$ cat config.mk
export PLATFORM = sky130hd
export DESIGN_NAME = dispatch_alloc_nway
export DESIGN_NICKNAME = d
export VERILOG_FILES = /design/src/rtl/dispatch_alloc_nway.sv
export SDC_FILE = /design/constraint.sdc
export NUM_CORES = 1
export LEC_CHECK = 0
export CELL_PAD_IN_SITES_DETAIL_PLACEMENT = 1
export CELL_PAD_IN_SITES_GLOBAL_PLACEMENT = 2
export CORE_MARGIN = 1
export CORE_UTILIZATION = 33
export DETAILED_ROUTE_END_ITERATION = 16
export HOLD_SLACK_MARGIN = 0.12
export PLACE_DENSITY = 0.93
export SYNTH_ARGS = -nofsm -noshare
export SYNTH_HDL_FRONTEND = slang
export SYNTH_SLANG_ARGS = --single-unit
$ cat constraint.sdc
create_clock -name clk -period 14.6 [get_ports clk]
set_input_delay 4.38 -clock clk [delete_from_list [all_inputs] [get_ports clk]]
set_output_delay 4.38 -clock clk [all_outputs]
set_load 0.01 [all_outputs]
$ cat src/rtl/dispatch_alloc_nway.sv
// dispatch_alloc_nway: in-order multi-lane dispatch allocator.
// Hands each granted lane a free reservation-buffer slot, a decrementing
// sequence tag and a speculative-tag mask, and maintains the live
// speculative-bit pool together with per-bit branch dependency rows.
module dispatch_alloc_nway #(
    parameter int WIDTH        = 2,
    parameter int BUF_SIZE     = 16,
    parameter int BUF_SIZE_LOG = 4,
    parameter int NSPEC        = 6
) (
    input  logic                          clk,
    input  logic                          reset,
    input  logic [WIDTH-1:0]              in_valid,
    input  logic [WIDTH-1:0]              in_is_branch,
    input  logic [BUF_SIZE-1:0]           buf_free,
    output logic [WIDTH-1:0]              grant,
    output logic [WIDTH*BUF_SIZE_LOG-1:0] alloc_idx,
    output logic [WIDTH*BUF_SIZE_LOG-1:0] alloc_tag,
    output logic [WIDTH*NSPEC-1:0]        alloc_spectag,
    input  logic                          br_valid,
    input  logic [NSPEC-1:0]              br_bit,
    input  logic                          br_mispredict,
    output logic [NSPEC-1:0]              squash_mask,
    output logic [NSPEC-1:0]              live_mask
);

    localparam int LW = BUF_SIZE_LOG;

    // Index of the lowest set bit of a free-slot vector (0 when none set).
    function automatic logic [LW-1:0] lowest_free_slot(input logic [BUF_SIZE-1:0] v);
        logic [LW-1:0] idx;
        logic          found;
        idx   = {LW{1'b0}};
        found = 1'b0;
        for (int i = 0; i < BUF_SIZE; i++) begin
            if (v[i] && !found) begin
                idx   = LW'(i);
                found = 1'b1;
            end else begin
                found = found;
            end
        end
        return idx;
    endfunction

    // One-hot of the lowest clear bit of a spec-bit usage vector (0 when full).
    function automatic logic [NSPEC-1:0] lowest_clear_onehot(input logic [NSPEC-1:0] used);
        logic [NSPEC-1:0] oh;
        logic             found;
        oh    = {NSPEC{1'b0}};
        found = 1'b0;
        for (int i = 0; i < NSPEC; i++) begin
            if (!used[i] && !found) begin
                oh[i] = 1'b1;
                found = 1'b1;
            end else begin
                found = found;
            end
        end
        return oh;
    endfunction

    logic [NSPEC-1:0]    live_r;
    logic [NSPEC-1:0]    dep_r [NSPEC];
    logic [LW-1:0]       tag_r;

    logic                br_hit_s;
    logic                mispredict_s;
    logic [NSPEC-1:0]    squash_s;
    logic [NSPEC-1:0]    clear_s;
    logic [NSPEC-1:0]    alloc_bits_s;
    logic [NSPEC-1:0]    dep_new_s [NSPEC];
    logic [LW-1:0]       next_tag_s;

    assign live_mask   = live_r;
    assign squash_mask = squash_s;

    // Branch resolution: work out which live bits die this cycle and whether grants are blocked.
    always_comb begin
        logic [NSPEC-1:0] sq_v;
        sq_v = br_bit;
        for (int c = 0; c < NSPEC; c++) begin
            if (|(dep_r[c] & br_bit)) begin
                sq_v[c] = 1'b1;
            end else begin
                sq_v[c] = sq_v[c];
            end
        end
        // A resolution naming a bit that is not live is ignored entirely.
        br_hit_s     = br_valid & (|(br_bit & live_r)) & ~reset;
        mispredict_s = br_hit_s & br_mispredict;
        if (mispredict_s) begin
            // Stale dependency rows of already-freed bits are masked off by live_r.
            squash_s = sq_v & live_r;
            clear_s  = sq_v & live_r;
        end else if (br_hit_s) begin
            squash_s = {NSPEC{1'b0}};
            clear_s  = br_bit & live_r;
        end else begin
            squash_s = {NSPEC{1'b0}};
            clear_s  = {NSPEC{1'b0}};
        end
    end

    // In-order prefix grant with slot, tag and spec-bit assignment per lane.
    always_comb begin
        logic [BUF_SIZE-1:0] free_v;
        logic [NSPEC-1:0]    used_v;
        logic [NSPEC-1:0]    taken_v;
        logic [NSPEC-1:0]    bit_v;
        logic [LW-1:0]       slot_v;
        logic [LW-1:0]       cnt_v;
        logic                blocked_v;
        logic                ok_v;
        free_v        = buf_free;
        used_v        = live_r;
        taken_v       = {NSPEC{1'b0}};
        cnt_v         = {LW{1'b0}};
        blocked_v     = reset | mispredict_s;
        grant         = {WIDTH{1'b0}};
        alloc_idx     = {(WIDTH*LW){1'b0}};
        alloc_tag     = {(WIDTH*LW){1'b0}};
        alloc_spectag = {(WIDTH*NSPEC){1'b0}};
        alloc_bits_s  = {NSPEC{1'b0}};
        for (int c = 0; c < NSPEC; c++) begin
            dep_new_s[c] = {NSPEC{1'b0}};
        end
        for (int j = 0; j < WIDTH; j++) begin
            bit_v  = lowest_clear_onehot(used_v);
            slot_v = lowest_free_slot(free_v);
            ok_v   = (|free_v) && (!in_is_branch[j] || (|bit_v));
            if (in_valid[j] && !blocked_v) begin
                if (ok_v) begin
                    grant[j]              = 1'b1;
                    alloc_idx[j*LW +: LW] = slot_v;
                    free_v[slot_v]        = 1'b0;
                    cnt_v                 = cnt_v + LW'(1);
                    alloc_tag[j*LW +: LW] = tag_r - cnt_v;
                    if (in_is_branch[j]) begin
                        // The new bit depends on every live bit and every bit taken by older lanes.
                        for (int c = 0; c < NSPEC; c++) begin
                            if (bit_v[c]) begin
                                dep_new_s[c] = live_r | taken_v;
                            end else begin
                                dep_new_s[c] = dep_new_s[c];
                            end
                        end
                        taken_v      = taken_v | bit_v;
                        used_v       = used_v | bit_v;
                        alloc_bits_s = alloc_bits_s | bit_v;
                    end else begin
                        taken_v = taken_v;
                    end
                    alloc_spectag[j*NSPEC +: NSPEC] = live_r | taken_v;
                end else begin
                    blocked_v = 1'b1;
                end
            end else begin
                blocked_v = blocked_v;
            end
        end
        next_tag_s = tag_r - cnt_v;
    end

    // State update: live pool, dependency rows and sequence tag register.
    always_ff @(posedge clk) begin
        if (reset) begin
            live_r <= {NSPEC{1'b0}};
            tag_r  <= {LW{1'b0}};
            for (int c = 0; c < NSPEC; c++) begin
                dep_r[c] <= {NSPEC{1'b0}};
            end
        end else begin
            live_r <= (live_r & ~clear_s) | alloc_bits_s;
            tag_r  <= next_tag_s;
            for (int c = 0; c < NSPEC; c++) begin
                if (alloc_bits_s[c]) begin
                    dep_r[c] <= dep_new_s[c] & ~clear_s;
                end else begin
                    dep_r[c] <= dep_r[c] & ~clear_s;
                end
            end
        end
    end

endmodule

Word level (Yosys, flattened, before mapping)
Memory sizes are Yosys's and may differ from the RTL's.
Cells that the tools add are included.
{"block": "word_totals", "ram_bits": 36, "n_memories": 1, "inputBits": 30, "elab_cells": 366, "reg_bits": 10, "out_inout_bits": 42}
{"memory": "dep_r", "words": 6, "width": 6, "rd": 6, "rd_clocked_by_memory_dff": 0, "wr": 6, "line_no": "64", "rtl": "logic [NSPEC-1:0] dep_r [NSPEC];"}
{"block": "op_classes", "n_bitwise": 48, "n_addsub": 4, "muxes": 199, "n_reduce_logical": 110, "order_cmp": 2}
{"operator": "6-bit two-way mux", "count": 47}
{"operator": "36-bit two-way mux", "count": 6}
{"operator": "4-bit two-way mux", "count": 38}
{"operator": "6-bit bitwise AND", "count": 21}
{"operator": "1-bit two-way mux", "count": 105}
{"operator": "6-bit OR reduction", "count": 9}
{"operator": "1-bit logical NOT", "count": 52}
{"operator": "1-bit logical AND", "count": 45}
{"operator": "6-bit bitwise OR", "count": 7}
{"operator": "16-bit two-way mux", "count": 2}
{"operator": "16-bit OR reduction", "count": 2}
{"operator": "16-bit bitwise AND", "count": 1}
{"operator": "16-bit NOT", "count": 1}
{"operator": "1-bit bitwise OR", "count": 13}
{"operator": "4-bit subtractor", "count": 2}
{"operator": "6-bit NOT", "count": 1}
{"operator": "4-bit by 5-bit less-than comparator with 1-bit output (second input constant)", "count": 1}
{"operator": "4-bit by 1-bit adder with 4-bit output (second input constant)", "count": 1}
{"operator": "1-bit demux with 4-bit select", "count": 1}
{"operator": "4-bit by 1-bit greater-or-equal comparator with 1-bit output (second input constant)", "count": 1}
{"operator": "4-bit by 1-bit subtractor with 4-bit output (second input constant)", "count": 1}
{"operator": "1-bit bitwise AND", "count": 3}
{"operator": "1-bit logical OR", "count": 2}
{"operator": "1-bit NOT", "count": 1}

Logic depth before layout (Yosys ltp)
Gate-level depths: netlist of run 1.
{"block": "depth", "word_depth": 102, "ltp_mapped": 18, "depth_no_buf": 16}

Worst setup path before layout of run 1
No wires, ideal clock.
{"block": "synth_timing", "path_kind": "input -> output", "startpoint": "input port buf_free[8]", "endpoint": "output port alloc_spectag[6]", "t_required_ns": 10.220, "arrival_ns": 7.351, "setup_slack_ns": 2.869, "path_buffers": 1, "stages": 11, "path_cell_list": "or4_1 > a211o_1 > o211a_4 > or4_4 > a21bo_1 > nand3b_4 > nor4_4 > nor2_1 > nand2_1 > clkbuf_1 > nor2_1"}
{"block": "synth_between", "elab_chain_cells": 35, "word_cells_on_any_way": 84, "cone_classes": "order compare (2); mux (40); bitwise (4); reduce/logical (38)"}
{"element": "from (decl)", "line_no": "15", "rtl": "input logic [BUF_SIZE-1:0] buf_free,"}
{"element": "1-bit logical AND", "line_no": "36", "rtl": "if (v[i] && !found) begin"}
{"element": "1-bit two-way mux", "line_no": "36"}
{"element": "1-bit logical NOT", "line_no": "36"}
{"element": "1-bit logical AND", "line_no": "36"}
{"element": "1-bit two-way mux", "line_no": "36"}
{"element": "1-bit logical NOT", "line_no": "36"}
{"element": "1-bit logical AND", "line_no": "36"}
{"element": "1-bit two-way mux", "line_no": "36"}
{"element": "[... 19 more ...]"}
{"element": "16-bit NOT (no line)"}
{"element": "16-bit bitwise AND (no line)"}
{"element": "16-bit two-way mux", "line_no": "133", "rtl": "if (ok_v) begin"}
{"element": "16-bit two-way mux", "line_no": "132", "rtl": "if (in_valid[j] && !blocked_v) begin"}
{"element": "16-bit OR reduction", "line_no": "131", "rtl": "ok_v = (|free_v) && (!in_is_branch[j] || (|bit_v));"}
{"element": "1-bit logical AND", "line_no": "131"}
{"element": "6-bit two-way mux", "line_no": "133"}
{"element": "6-bit two-way mux (*)", "line_no": "132"}
{"element": "to (decl)", "line_no": "19", "rtl": "output logic [WIDTH*NSPEC-1:0] alloc_spectag,"}
Every way passes the cells marked *; elsewhere a longest branch is shown, timed or not. The select of a mux whose other input is x is not followed.

Final worst setup path of run 1
{"block": "layout_timing", "startpoint": "input port buf_free[4]", "endpoint": "output port alloc_idx[4]"}
{"block": "layout_between", "elab_chain_cells": 91, "word_cells_on_any_way": 153, "cone_classes": "order compare (2); mux (73); bitwise (2); reduce/logical (76)"}
{"element": "1-bit logical AND", "line_no": "36"}
{"element": "1-bit two-way mux", "line_no": "36"}
{"element": "1-bit logical NOT", "line_no": "36"}
{"element": "1-bit logical AND", "line_no": "36"}
{"element": "1-bit two-way mux", "line_no": "36"}
{"element": "1-bit logical NOT", "line_no": "36"}
{"element": "1-bit logical AND", "line_no": "36"}
{"element": "1-bit two-way mux", "line_no": "36"}
{"element": "[... 75 more ...]"}
{"element": "1-bit logical NOT", "line_no": "36"}
{"element": "1-bit logical AND", "line_no": "36"}
{"element": "1-bit two-way mux", "line_no": "36"}
{"element": "1-bit logical NOT", "line_no": "36"}
{"element": "1-bit logical AND", "line_no": "36"}
{"element": "4-bit two-way mux", "line_no": "36"}
{"element": "4-bit two-way mux", "line_no": "133"}
{"element": "4-bit two-way mux (*)", "line_no": "132"}
{"element": "to (decl)", "line_no": "17", "rtl": "output logic [WIDTH*BUF_SIZE_LOG-1:0] alloc_idx,"}
Every way passes the cells marked *; elsewhere a longest branch is shown, timed or not.

==> flow_summary.toml, run 1 <==
[status]
status = "completed"

[global_routing]
grt_max_degree = 23
first_global_vias = 3975
gr-total-overflow = 0
grt_usage_pct = 23.0
antenna_found_initial = 0
grt_first_pass_wirelength_um = 20800

[drt]
drcViolationCount = 0
drt_iter0_markers = 196
via_count = 3963
via_per_inst = 5.95
drt_pass1_iterations = 4
detail_route.wl_per_cell_um = 18.9
final_antenna_net_count = 0
wirelength_um = 12600

[yosys]
yosys-top-cells-area = "edfxtp_1 (25%), dfxtp_1 (5.6%), nor2_1 (4.7%), nand2_1 (3.8%), nand3_1 (3.8%)"
synth_area_per_cell_um2 = 8.12
ys_seq_elements = 40
synth_flop_cell = "edfxtp_1"
yosysMostFrequentCell = "nor2_1"
synth_common_cells = "nor2_1 (45), nand2_1 (36), edfxtp_1 (30)"
synthesis.area_mm2 = 0.00358
ys_types = 72
ys_warn_count = 0
ys_async_sr_fraction_pct = 0
yosysTopAreaCellShare_pct = 25.2
yosysSeqAreaShare_pct = 30.7
synth_enable_flop_cells = 30
yosysTopAreaCell = "edfxtp_1"
syn_inst = 441

[timing]
timing.fmax_ghz = 0.0760
final_hold_viol_count = 0
relSlewSlack_pct = 22.7
finalHoldWorstSlack_ps = 574
finClkSkew_ps = 6.82
fin_crit_sh_pct = 90.1
setup_viol = 0
worstMarginPinSlew_ps = 1150
drv_slew = 0
min_period_ps = 13160
fin_setup_tns_ps = 0
grt_setup_unrepaired = "false"

[cts]
clockBufferDepth = 2
cts-buffers-inserted = 5
tritoncts = "built"
cts-resized-gates = 0
ctsHtreeMaxLevel = 2
ctsHoldBuffers = 0
postCtsSetupBuffers = 0
clk_latency_ps = 300
clkTransAtPathRegs_ps = 80
cts.sinks = 40
root_buffer = "clkbuf_8"

[floorplanning]
die-height_um = 106
die_x_um = 106
ioPinCount = 72
dieArea_mm2 = 0.0113
num_rows = 37
core_area_mm2 = 0.0104
initial_core_util_pct = 34.4

[place]
place_inst = 658
place.gp.congestion = 0.956
hpwl_um = 9740
port_buffers = 71

[power_and_ir_drop]
cellLeakagePower_nw = 1.66
power.density_mw_per_mm2 = 71.4
peakVddDrop_mv = 0.0564

[setup_path]
endpoint_kind = "output port"
max_stage_delay_ps = 830
r2r_cells = 16
r2r-end = "tag_r[2]"
critPathLaunchType = "input pin"
crit_buf_inv = 2
worst-path-stages = 10
worstPathRequired_ps = 10220
path_class = "in2out"
r2r_slack_ps = 10060
critPathTopFamily = "simple AND/OR/NAND/NOR gates"
endpoint = "alloc_idx[4]"
cp_slowest_cell = "nor4_1"
r2r_start = "live_mask[0]"
crit_chain = "clkdlybuf4s50_1 > or4_1 > nor4_1 > nor3_1 > a21oi_1 > nor3_1 > nor2_1 > nand2_1 > a221oi_1 > clkdlybuf4s50_1"
crit_path_max_fanout = 14
startpoint = "buf_free[4]"
cp_data_arrival_time_ps = 8780

[layout]
nFillCells = 1279
syn2layout_area_growth_pct = 29.3
fin_cells = 666
regArea_mm2 = 0.00110
layout-drive-gt1-share_pct = 6.23
diodes = 0
final_nets = 567
multiInputGateArea_mm2 = 0.00240

[min_path]
hold_depth = 1
hold_path_class = "reg2reg"

[run]
max-cap-violations = 0
-- worst min path at each step --
stage	slack, ps	start	to
after global routing	610	dep_r[2][0]	dep_r[2][0]
final	570	dep_r[2][0]	dep_r[2][0]
after detailed placement	560	dep_r[2][0]	dep_r[2][0]
after floorplan	540	dep_r[1][0]	dep_r[1][0]
after global placement	550	dep_r[2][1]	dep_r[2][1]
after CTS	580	dep_r[2][0]	dep_r[2][0]
-- per-stage QoR --
stage	instance area [µm²]	setup slack, ps	utilization [%]	power, mW
global placement	4520	1520	43.4	0.239
detailed placement	4520	1430	43.4	0.240
CTS	4630	1420	44.4	0.333
global route	4630	990	44.4	0.347
floorplan	3690	2870	-	0.201
finish	4630	1440	44.4	0.331
-- layer usage --
layer  global-route usage, %  up-vias  wire, µm
li1                        -     1827         -
met2                    37.2      163      5830
met4                    6.25        0       251
met3                    2.51       26       725
met5                       0        -         0
met1                    32.5     1947      5800
-- area by class of cell --
| cell class | count | area share, % |
|---|---|---|
| sequential | 40 | 23.8 |
| tap | 136 | 3.68 |
| multi-input combinational | 383 | 51.8 |
| clock inverter | 3 | 0.919 |
| inverter | 19 | 1.54 |
| timing repair buffer | 80 | 16.8 |
| clock buffer | 5 | 1.49 |
-- cells in the final DEF, fill, tap and decap left out, types with 3 or more instances in the layout --
master,Yosys,layout
edfxtp_1,30,30
o31ai_1,7,7
a21boi_0,3,3
nor2_1,45,45
maj3_1,3,3
o2111ai_1,3,3
nand2b_1,5,5
nor3_1,14,14
clkbuf_8,0,5
inv_1,19,19
a22oi_1,17,17
conb_1,1,30
and2_1,3,3
clkdlybuf4s50_1,0,71
a311oi_1,5,5
and3_1,9,9
a211oi_1,6,6
nand3_1,27,27
or4_1,5,5
nor2b_1,3,3
a211o_1,4,4
nand2_1,36,36
buf_4,0,9
xnor2_1,5,5
o211ai_1,5,5
mux2i_1,9,9
nor4_1,3,3
nand4_1,5,5
a21oi_1,25,25
ha_1,6,6
nand4b_1,3,3
o21ai_0,25,25
o21a_1,14,14
dfxtp_1,10,10
or2_2,5,5
o22ai_1,3,3
a31oi_1,4,4
-- kinds of logic (layout without fill, tap and decap cells) --
family	count (synthesis)	in the layout	share of synthesized area (%)
buffers and inverters	47	107	5.35
adders and majority gates	11	11	4.05
DFF	40	40	30.7
muxes	9	9	2.52
and+or+nand+nor	177	177	25.8
xor gates and xnor gates	7	7	1.71
AOI/OAI and AO/OA	149	149	29.7
other	1	30	0.105
-- sequential cells by signal (all words and copies together) (netlist names) --
register   flops
live_mask      6
dep_r         30
tag_r          4
-- where the power goes --
group / leakage, nW / switching [mW] / total (mW) / internal (mW)
clock: 0.0541 / 0.0413 / 0.0919 / 0.0506
sequential: 0.389 / 0.00919 / 0.141 / 0.132
combinational: 1.22 / 0.0533 / 0.0973 / 0.0440
No activity file was read; power rests on OpenSTA's default activity.
==> run 2: changes to the inputs <==
- CORE_UTILIZATION: 33 -> 34
- CTS_BUF_LIST: unset -> sky130_fd_sc_hd__clkbuf_2
- PLACE_DENSITY: 0.93 -> 0.95
==> flow_summary.toml, run 2 (synthesis results as in run 1) <==
[setup_path]
worst-path-stages = 12
worstPathRequired_ps = 10220
cp_data_arrival_time_ps = 8770
cp_slowest_cell = "nor4_4"
critPathTopFamily = "simple AND/OR/NAND/NOR gates"
r2r_cells = 16
crit_buf_inv = 2
path_class = "in2out"
crit_chain = "clkdlybuf4s50_1 > or2_2 > a211o_1 > or2_2 > o2bb2a_1 > o31ai_1 > nand3_1 > nor4_4 > nor2_1 > nand2_1 > nor2_1 > clkdlybuf4s50_1"
r2r_start = "live_mask[0]"
critPathLaunchType = "input pin"
crit_path_max_fanout = 14
r2r_slack_ps = 10040
endpoint_kind = "output port"
max_stage_delay_ps = 580
r2r-end = "tag_r[2]"

[layout]
layout_common_cells = "clkdlybuf4s50_1 (71), nor2_1 (45), nand2_1 (36)"
final_common_cell = "clkdlybuf4s50_1"
layout-drive-gt1-share_pct = 6.21
final_nets = 568
final_core_util_pct = 44.4
syn2layout_area_growth_pct = 27.5
multiInputGateArea_mm2 = 0.00240
largest-register = "dep_r"
fin_cells = 667
fin_area_mm2 = 0.00456
largest_register_ff_count = 30
regArea_mm2 = 0.00110
diodes = 0
nFillCells = 1274

[cts]
postCtsSetupBuffers = 0
cts.sinks = 40
clk_latency_ps = 430
root_buffer = "clkbuf_2"
ctsHtreeMaxLevel = 2
clockBufferDepth = 2
clkTransAtPathRegs_ps = 190
cts-resized-gates = 0
cts-buffers-inserted = 5
ctsHoldBuffers = 0
tritoncts = "built"

[drt]
drt_pass1_iterations = 6
drcViolationCount = 0
via_per_inst = 5.94
detail_route.wl_per_cell_um = 19.8
via_count = 3959
wirelength_um = 13200
final_antenna_net_count = 0
drt_iter0_markers = 210

[floorplanning]
initial_core_util_pct = 34.8
core_area_mm2 = 0.0103
die-height_um = 105
num_rows = 37
die_x_um = 105
dieArea_mm2 = 0.0109
ioPinCount = 72

[power_and_ir_drop]
power.total_uw = 290
power.density_mw_per_mm2 = 63.6
peakVddDrop_mv = 0.0531
cellLeakagePower_nw = 1.64

[timing]
drv_slew = 0
timing.fmax_ghz = 0.0760
finClkSkew_ps = 15.1
grt_setup_unrepaired = "false"
setup_viol = 0
fin_crit_sh_pct = 90.1
min_period_ps = 13150
fin_setup_tns_ps = 0
final_hold_viol_count = 0
relSlewSlack_pct = 23.9
worstMarginPinSlew_ps = 1140

[global_routing]
grt_max_degree = 26
first_global_vias = 4029
antenna_found_initial = 0
gr-total-overflow = 0
grt_usage_pct = 24.4
grt_first_pass_wirelength_um = 21300

[place]
hpwl_um = 10100
dpl_cell_area_mm2 = 0.00453
port_buffers = 71
place.gp.congestion = 0.864
place_inst = 659

[min_path]
hp-start = "dep_r[2][1]"
hold_path_class = "reg2reg"
hold_depth = 1
whs_endpoint = "dep_r[2][1]"

[run]
max-cap-violations = 0

[status]
status = "completed"
## run 2: changes by cell type in the layout (fill, tap and decap cells not counted), sizes merged
cell      previous run  this run
buf                  9        10
bufinv               1         0
clkinv               1         3
clkinvlp             1         0
## run 2: worst max-delay path by stage
| stage | startpoint | to | slack (ps) |
|---|---|---|---|
| 3_3_place_gp | buf_free[5] | alloc_idx[4] | 1610 |
| 2_1_floorplan | buf_free[8] | alloc_spectag[6] | 2870 |
| 5_1_grt | buf_free[9] | alloc_idx[6] | 1230 |
| 3_5_place_dp | buf_free[5] | alloc_spectag[8] | 1550 |
| 4_1_cts | buf_free[9] | alloc_spectag[8] | 1530 |
| 6_report | buf_free[5] | alloc_spectag[8] | 1450 |
## run 2: power by group
group	internal, mW	switching, mW	leakage [nW]	total, mW
clock	0.0107	0.0384	0.0302	0.0491
combinational	0.0443	0.0554	1.22	0.0998
sequential	0.132	0.00932	0.389	0.142
## run 2: final cells by class
class                           instances  share of cell area, %
Clock inverter                          3                  0.302
Tap cell                              136                   3.73
Timing Repair Buffer                   81                   17.2
Sequential cell                        40                   24.1
Clock buffer                            5                  0.548
Inverter                               19                   1.56
Multi-Input combinational cell        383                   52.5
## run 2: metal layers
layer	global-route usage [%]	vias to the layer above	part of all wire (%)	wire [µm]
li1	-	1834	-	-
met1	32.1	1953	46	6010
met2	40.8	149	47	6220
met3	3.31	23	5.1	679
met4	8.85	0	2.2	292
met5	0	-	0	0
## run 2: stage by stage
stage / hold slack [ps] / worst slack, ps
2_1_floorplan: 535 / 2870
3_5_place_dp: 560 / 1550
3_3_place_gp: 549 / 1610
5_1_grt: 628 / 1230
6_report: 596 / 1450
4_1_cts: 602 / 1530
==> run 3: changes to the inputs <==
- CELL_PAD_IN_SITES_GLOBAL_PLACEMENT: 2 -> 1
- CORE_UTILIZATION: 34 -> 43
==> flow_summary.toml, run 3 (synthesis results as in run 1) <==
[layout]
fin_area_mm2 = 0.00453
largest-register = "dep_r"
layout_common_cells = "clkdlybuf4s50_1 (71), nor2_1 (45), nand2_1 (36)"
largest_register_ff_count = 30
final_nets = 565
layout-drive-gt1-share_pct = 5.87
diodes = 0
final_common_cell = "clkdlybuf4s50_1"
syn2layout_area_growth_pct = 26.6

[timing]
worstMarginPinSlew_ps = 1150
timing.final.ws_setup_ps = 1400
relSlewSlack_pct = 23.1
final_hold_viol_count = 0
setup_viol = 0
finalHoldWorstSlack_ps = 610
min_period_ps = 13200
grt_setup_unrepaired = "false"
fin_crit_sh_pct = 90.4
finClkSkew_ps = 9.93
fin_setup_tns_ps = 0
drv_slew = 0
timing.fmax_ghz = 0.0758

[global_routing]
gr-total-overflow = 0
first_global_vias = 4217
grt_first_pass_wirelength_um = 21400
grt_max_degree = 26
grt_usage_pct = 31.9
antenna_found_initial = 0

[drt]
drt_pass1_iterations = 5
drcViolationCount = 0
detail_route.wl_per_cell_um = 21.6
final_antenna_net_count = 0
drt_iter0_markers = 371
via_count = 4065
via_per_inst = 6.45
wirelength_um = 13600

[floorplanning]
ioPinCount = 72
die-height_um = 93.3
die_x_um = 93.3
initial_core_util_pct = 45.4
core_area_mm2 = 0.00789
num_rows = 32
dieArea_mm2 = 0.00870

[power_and_ir_drop]
combPwrFrac_pct = 31.5
p_sw_share_pct = 34.4
clockPowerShare_pct = 22.6
seqPwrFrac_pct = 45.8
cellLeakagePower_nw = 1.63
p_int_uw = 206
power.density_mw_per_mm2 = 69.3
peakVddDrop_mv = 0.0510
switchingPower_uw = 108

[place]
hpwl_um = 10400
place.gp.congestion = 1.07
port_buffers = 71
dpl_cell_area_mm2 = 0.00446
place_ws_ps = 1520

[cts]
clk_latency_ps = 400
clockBufferDepth = 2
root_buffer = "clkbuf_2"
cts.sinks = 40
cts-resized-gates = 0
postCtsSetupBuffers = 0
ctsHoldBuffers = 0
cts-buffers-inserted = 5
clkTransAtPathRegs_ps = 230
tritoncts = "built"
ctsHtreeMaxLevel = 2

[setup_path]
cp_data_arrival_time_ps = 8820
critPathLaunchType = "input pin"
worstPathRequired_ps = 10220
crit_path_max_fanout = 11
endpoint_kind = "output port"
path_class = "in2out"

[status]
status = "completed"

[run]
max-cap-violations = 0

[min_path]
hold_path_class = "reg2reg"
-- run 3: changes by cell type in the layout (fill, tap and decap cells not counted), sizes merged --
cell | before | now
clkinv | 3 | 0
bufinv | 0 | 1
buf | 10 | 7
inv | 19 | 20
clkinvlp | 0 | 1
-- run 3: cell type report --
cell class,instances,area (µm²)
Timing Repair Buffer,78,763
Tap cell,102,128
Sequential cell,40,1100
Fill cell,992,3360
Clock inverter,3,46.3
Inverter,19,71.3
Multi-Input combinational cell,383,2400
Clock buffer,5,25.0
-- run 3: routing by layer --
layer / global-route usage, % / vias up / share of wire, %
met1: 40.6 / 1967 / 41
li1: - / 1826 / -
met2: 53.2 / 224 / 48
met3: 4.80 / 48 / 7.0
met4: 14.9 / 0 / 3.6
met5: 0 / - / 0
-- run 3: worst max-delay path: stages --
cell and delay [ps]:
clkdlybuf4s50_1 640, a22oi_1 390, a31oi_1 250, nor3_1 690
nand2_1 480, nor2_1 750, maj3_1 330, a22o_1 130
nand2_1 50, a21oi_1 160, clkdlybuf4s50_1 560
-- run 3: metrics by stage --
step	power, mW	std cells	utilization, %
finish	0.314	630	57.5
global route	0.329	630	57.5
CTS	0.314	630	57.5
detailed placement	0.243	622	56.6
global placement	0.237	622	56.6
floorplan	0.201	470	-
-- run 3: final timing paths --
kind / depth (start not counted) / start / slack (ps) / to
setup / recovery: 11 / br_bit[4] / 1400 / alloc_spectag[9]
hold / removal: 1 / dep_r[5][2] / 610 / dep_r[5][2]
setup reg to reg: 15 / live_mask[0] / 9980 / tag_r[2]
hold reg to reg: 1 / dep_r[5][2] / 610 / dep_r[5][2]
-- run 3: power by group through the flow --
stage	sequential (mW)	clock, mW	combinational, mW
global placement	0.146	0	0.0916
detailed placement	0.146	0	0.0966
CTS	0.144	0.0722	0.0977
finish	0.144	0.0711	0.0990
global route	0.145	0.0759	0.108
floorplan	0.140	0	0.0604
